<file path="config.mk">
export PLATFORM = sky130hd
export DESIGN_NAME = skew_feed_buffer
export DESIGN_NICKNAME = d
export VERILOG_FILES = /design/src/rtl/skew_feed_buffer.sv
export SDC_FILE = /design/constraint.sdc
export NUM_CORES = 1
export LEC_CHECK = 0
export ABC_CLOCK_PERIOD_IN_PS = 3200
export CAP_MARGIN = 20
export CORE_ASPECT_RATIO = 0.6
export CORE_MARGIN = 2
export CORE_UTILIZATION = 55
export DETAILED_ROUTE_END_ITERATION = 6
export PLACE_DENSITY = 0.86
export SLEW_MARGIN = 0
export SYNTH_ARGS = -nofsm -noshare
export SYNTH_HDL_FRONTEND = slang
export SYNTH_SLANG_ARGS = --single-unit
</file>
<file path="constraint.sdc">
create_clock -name clk -period 3.2 [get_ports clk]
set_input_delay 0.64 -clock clk [delete_from_list [all_inputs] [get_ports clk]]
set_output_delay 0.64 -clock clk [all_outputs]
set_load 0.03 [all_outputs]
</file>
<file path="src/rtl/skew_feed_buffer.sv">
// ============================================================================
//  Module   : skew_feed_buffer
//  Purpose  : N x DEPTH operand tile store streamed out with diagonal skew.
//  Revision : 1.0  initial release
// ============================================================================
`default_nettype none

module skew_feed_buffer #(
    parameter int DATA_W = 16,
    parameter int N      = 4,
    parameter int DEPTH  = 4,
    parameter int LANE_W = 2,
    parameter int ADDR_W = 2
) (
    input  logic                  clk,
    input  logic                  rst_n,
    input  logic                  wr_en,
    input  logic [LANE_W-1:0]     wr_lane,
    input  logic [ADDR_W-1:0]     wr_addr,
    input  logic [DATA_W-1:0]     wr_data,
    input  logic                  start,
    input  logic                  out_ready,
    output logic                  busy,
    output logic                  done,
    output logic                  out_valid,
    output logic [N*DATA_W-1:0]   out_data
);

    localparam int c_LAST = DEPTH + N - 2;
    localparam int c_T_W  = $clog2(DEPTH + N);

    typedef enum logic [1:0] {
        S_IDLE   = 2'd0,
        S_STREAM = 2'd1,
        S_DRAIN  = 2'd2
    } state_t;

    state_t                 r_state;
    logic [c_T_W-1:0]       r_t;
    logic [DATA_W-1:0]      r_store [N][DEPTH];
    logic [N*DATA_W-1:0]    w_beat;

    // Lane i shows word (t - i); outside the lane's window it is zero padding.
    always_comb begin
        w_beat = '0;
        for (int i = 0; i < N; i++) begin
            for (int d = 0; d < DEPTH; d++) begin
                if (r_t == c_T_W'(i + d)) begin
                    w_beat[i*DATA_W +: DATA_W] = r_store[i][d];
                end
            end
        end
    end

    always_ff @(posedge clk or negedge rst_n) begin
        if (!rst_n) begin
            r_state   <= S_IDLE;
            r_t       <= '0;
            busy      <= 1'b0;
            done      <= 1'b0;
            out_valid <= 1'b0;
            out_data  <= '0;
            for (int i = 0; i < N; i++) begin
                for (int d = 0; d < DEPTH; d++) begin
                    r_store[i][d] <= '0;
                end
            end
        end else begin
            case (r_state)
                S_IDLE: begin
                    // busy still high here means this is the done cycle.
                    if (busy) begin
                        busy <= 1'b0;
                        done <= 1'b0;
                    end else if (start) begin
                        r_state <= S_STREAM;
                        busy    <= 1'b1;
                        r_t     <= '0;
                    end else if (wr_en) begin
                        for (int i = 0; i < N; i++) begin
                            for (int d = 0; d < DEPTH; d++) begin
                                if (wr_lane == LANE_W'(i) && wr_addr == ADDR_W'(d)) begin
                                    r_store[i][d] <= wr_data;
                                end
                            end
                        end
                    end
                end
                S_STREAM: begin
                    if (!out_valid || out_ready) begin
                        out_data  <= w_beat;
                        out_valid <= 1'b1;
                        r_t       <= r_t + 1'b1;
                        if (r_t == c_T_W'(c_LAST)) begin
                            r_state <= S_DRAIN;
                        end
                    end
                end
                S_DRAIN: begin
                    if (out_valid && out_ready) begin
                        out_valid <= 1'b0;
                        done      <= 1'b1;
                        r_state   <= S_IDLE;
                    end
                end
                default: r_state <= S_IDLE;
            endcase
        end
    end

endmodule

`default_nettype wire

</file>
# Word-level counts from Yosys, hierarchy flattened
# Cells that the tools add are included.
# classes
bitwise_logic	2
add_sub_neg	1
n_eq_ne	20
reduce_logical	47
muxes	34
# ops
op	count
16-bit 2-to-1 mux	16
5-bit AND reduction	17
1-bit logical AND	17
2-bit != test (second input constant)	6
2-bit == test (second input constant)	5
2-bit 2-to-1 mux	5
3-bit == test (second input constant)	3
3-bit 2-to-1 mux	3
2-bit by 1-bit == test with 1-bit output (second input constant)	3
3-bit by 2-bit == test with 1-bit output (second input constant)	2
2-bit logical NOT	3
1-bit 2-to-1 mux	6
2-bit one-hot mux with 3 select lines	1
3-bit one-hot mux with 2 select lines	1
3-bit AND reduction	2
2-bit nonzero test	3
1-bit one-hot mux with 2 select lines	2
4-bit AND reduction	1
3-bit by 1-bit adder with 3-bit output (second input constant)	1
3-bit by 1-bit == test with 1-bit output (second input constant)	1
3-bit logical NOT	1
1-bit inverter	2
2-bit AND reduction	1
1-bit logical NOT	1
1-bit logical OR	1
# totals
output_inout_bits	67
input_bits	25
regBits	328

# Depth between registers and ports, before layout
# depth
ltp_word	5
ltp_mapped	11

# Worst setup path before layout
# No wires, ideal clock.
# synth_timing
path_type	register -> register
startpoint	reg r_t[2]
endpoint	reg out_data[28]
required_ns	3.068
arrival_time_ns	2.234
stages_incl_launch_ff	12
setup_time_ns	0.132
slack_ns	0.834
path_cell_list	dfrtp_1 clkbuf_1 inv_1 clkbuf_1 ha_1 clkbuf_1 inv_1 and2_1 clkbuf_1 clkbuf_1 a221oi_1 o21ai_0
# synth_via
elab_chain_cells	5
elab_cells_between_ends	8
classes_between	eq/ne (4); mux (4)
# synth_lines
item	line	source
from (decl)	39	logic [c_T_W-1:0] r_t;
from (signal assigned)	93	r_t <= r_t + 1'b1;
3-bit by 1-bit == test with 1-bit output	48	if (r_t == c_T_W'(i + d)) begin
16-bit 2-to-1 mux (3 in a row)	48	
16-bit 2-to-1 mux (*)	48	
to (signal assigned)	91	out_data <= w_beat;
to (decl)	26	output logic [N*DATA_W-1:0] out_data
# Mark *: on every way between the ends. The rest lies on a longest branch, timed or not.
# A chain may end at the register's enable or synchronous reset.

# Final worst setup path
# layout_timing
startpoint	reg r_t[2]
endpoint	reg out_data[30]
# The elaborated chain is that of the path after synthesis.

==> results.yml <==
run_status:
  status: "complete, no violations"
synthesis:
  synth_xor_area_frac: 0
  netlist_instances: 1195
  synth_top_family_by_area: "multiplexers"
  avgSynthCellArea_um2: 12.0
  synth_mux_area_frac: 0.202
  yosysWarnings: 0
  synth_nets: 1226
  seq_area_frac_synth: 0.573
  synth_cell_types: 39
  synth_area_leaders: "dfrtp_1, mux2_2, o21ai_0"
  syn_area_um2: 14300
  synth_compound_area_frac: 0.106
  netlist.top_cell.by_area: "dfrtp_1"
  ys_ff_latch: 328
  synth.top_cell.area_share: 0.573
  synthAdderAreaFrac: 0.00524
  synth-simple-area-share: 0.0807
placed_design:
  dpl_cell_area_um2: 15600
  place_hpwl_mm: 22.6
  gp_congestion: 0.840
  port-buffer-count: 91
clocking:
  root_buffer: "clkbuf_16"
  cts_inserted_buffers: 29
  post_cts_buffers: 0
  ctsHtreeMaxLevel: 1
  clock_path_buffers: 3
  cts_sinks: 328
  cts_tree: "built"
  clk_pin_slew_worst_paths_ns: 0.07
  cts-resized-gates: 0
  worstSkewPairLatency_ns: 0.57
  cts_hold_buf: 0
drt:
  postRouteWirelength_mm: 36.0
  drc: 0
  ant_nets: 0
  firstDrtPassIters: 5
  viasPerCell: 6.12
  via_count: 9969
  drt_iter0_markers: 994
  wire_per_inst_um: 22.1
sta:
  finClkSkew_ns: 0.0201
  setup_viol: 0
  drv_slew: 0
  rsz0062_at_grt: "no"
  layout_min_cycle_time_ns: 2.54
  post-route-period-util: 0.793
  fmax_mhz: 394
  hold_violations: 0
  fin_setup_tns_ns: 0
  tightest_slew_ns: 0.982
  slew_headroom: 0.343
finish:
  fillCellCount: 1890
  areaGrowthSynthToFinish_pct: 15.3
  drive_gt1_frac: 0.282
  fin_nets: 1287
  n_antenna_cell: 0
  final_area_um2: 16500
critical_path:
  cp-start-kind: "register"
  end_kind: "register"
  slowest_delay_ns: 0.56
  crit_required_ns: 3.64
  crit_path_cell_trace: "inv_1, ha_1, buf_4, inv_1, and2_1, buf_4, a221oi_1, o21ai_0"
  critical_path.max_fanout: 32
  critPathKind: "register to register"
  arrival_ns: 2.97
  cp.buffers_inverters: 4
  critical_path.top_delay_family: "buffers and inverters"
  cpMaxStageDelayCell: "dfrtp_1"
global_routing:
  grt_max_degree: 77
  grt-ovfl-total: 0
  grt_pass1_wl_mm: 57.3
  track_usage: 0.272
  first_global_vias: 10400
  grt_antenna_before_repair: 1
die:
  ioPinCount: 92
  die_w_um: 212
  start_util: 0.563
  rows: 45
  dieArea_um2: 27400
  coreArea_um2: 25400
  die_h_um: 129
run:
  maxCapViolCount: 0
worst_hold_path:
  worstHoldPathType: "input pin to async pin"
pwr:
  vdd_drop_max_v: 0.000634
  p_leak_uw: 0.00789
  power_density_nw_per_um2: 846
synthesized netlist by cell type:
library cell / count
a21oi_1: 64
nand4_4: 1
clkbuf_1: 71
dfrtp_1: 328
a32oi_1: 2
inv_1: 21
buf_1: 3
nand3_2: 4
nand2_2: 8
and2_0: 1
nand4b_4: 2
nor3b_2: 1
nand2b_1: 3
and3b_1: 1
or2_2: 2
nand4_2: 1
nor3b_1: 3
buf_6: 5
mux2_2: 257
a2bb2oi_1: 15
ha_1: 6
nor4_4: 2
buf_4: 1
a32o_1: 1
o21ai_0: 122
or2_4: 1
nor2_1: 31
buf_2: 13
a211oi_1: 16
o2bb2ai_1: 1
o31ai_1: 1
nand3b_1: 19
nor2b_1: 3
nor3_1: 1
and2_1: 1
a22o_1: 1
a21o_1: 2
nand2_1: 150
a221oi_1: 30
through the flow:
step	setup WS, ns	power [uW]	hold WS, ns	cells	util
finish	0.662	14000	0.0255	1628	0.649
detailed placement	0.441	10500	0.472	1577	0.613
global placement	0.491	10300	0.464	1576	0.612
global route	0.482	14700	0.0769	1628	0.649
floorplan	0.834	8560	0.344	1195	-
CTS	0.695	14000	0.0564	1628	0.649
cell families after synthesis:
logic type      count (synthesis)
compound gates                255
fa+ha+maj                       6
buf+inv                       114
flops                         328
mux                           257
simple gates                  235
path summary, 6_finish.rpt:
check                                         start                  endpoint  slack [ns]  cells after the start
min in group clk           out_data[23]$_DFFE_PN0P_  out_data[23]$_DFFE_PN0P_        0.48                      2
hold reg to reg            out_data[23]$_DFFE_PN0P_  out_data[23]$_DFFE_PN0P_        0.48                      2
hold / removal                                rst_n   out_data[9]$_DFFE_PN0P_        0.03                      1
setup / recovery                 r_t[2]$_DFFE_PN0P_  out_data[30]$_DFFE_PN0P_        0.66                      8
setup reg to reg                 r_t[2]$_DFFE_PN0P_  out_data[30]$_DFFE_PN0P_        0.66                      8
max in group asynchronous                     rst_n  out_data[24]$_DFFE_PN0P_        2.24                      2
state kept, by name (all words and copies together), names as in the netlist:
register and flops:
done 1, r_t 3, out_valid 1, r_store 256, r_state 2, busy 1
out_data 64
worst reg2reg max path, stage by stage, from the launching register on:
cell	delay, ns
dfrtp_1	0.56
inv_1	0.17
ha_1	0.21
buf_4	0.36
inv_1	0.10
and2_1	0.16
buf_4	0.27
a221oi_1	0.43
o21ai_0	0.17
metal layers:
metal	track usage	part of all wire	vias to the layer above	wire length (um)
met5	0	0	-	0
met4	0.0687	0.021	0	757
met3	0.0681	0.082	74	2960
met2	0.425	0.45	398	16400
met1	0.386	0.44	5174	15900
li1	-	-	4323	-
layout by cell type (no fill, tap or decap), types with 6 or more instances in the layout:
cell type,Yosys,routed
clkdlybuf4s50_1,0,90
a221oi_1,30,30
nand2_1,150,150
dfrtp_1,328,328
nand2_2,8,8
inv_1,21,21
nand3b_1,19,19
clkinv_2,0,7
clkbuf_1,71,6
nor2_1,31,31
a2bb2oi_1,15,15
a21oi_1,64,64
buf_4,1,26
mux2_2,257,257
clkbuf_16,0,29
o21ai_0,122,121
a211oi_1,16,16
final cells by class:
| class | count | area, um2 | area share |
|---|---|---|---|
| clock buffers | 40 | 817 | 0.0494 |
| flip-flops and latches | 328 | 8210 | 0.497 |
| well taps | 352 | 440 | 0.0266 |
| multi-input cells | 753 | 5650 | 0.342 |
| inverters | 21 | 78.8 | 0.00477 |
| clock inverters | 11 | 111 | 0.00674 |
| repair buffers | 123 | 1220 | 0.0740 |
power by group:
group	internal (uW)	total, uW	switching, uW
registers	5120	5750	630
logic	1910	4750	2850
clock network	1940	3470	1530
total	8970	14000	5010
Note: power is estimated with default switching activity, not from simulation.
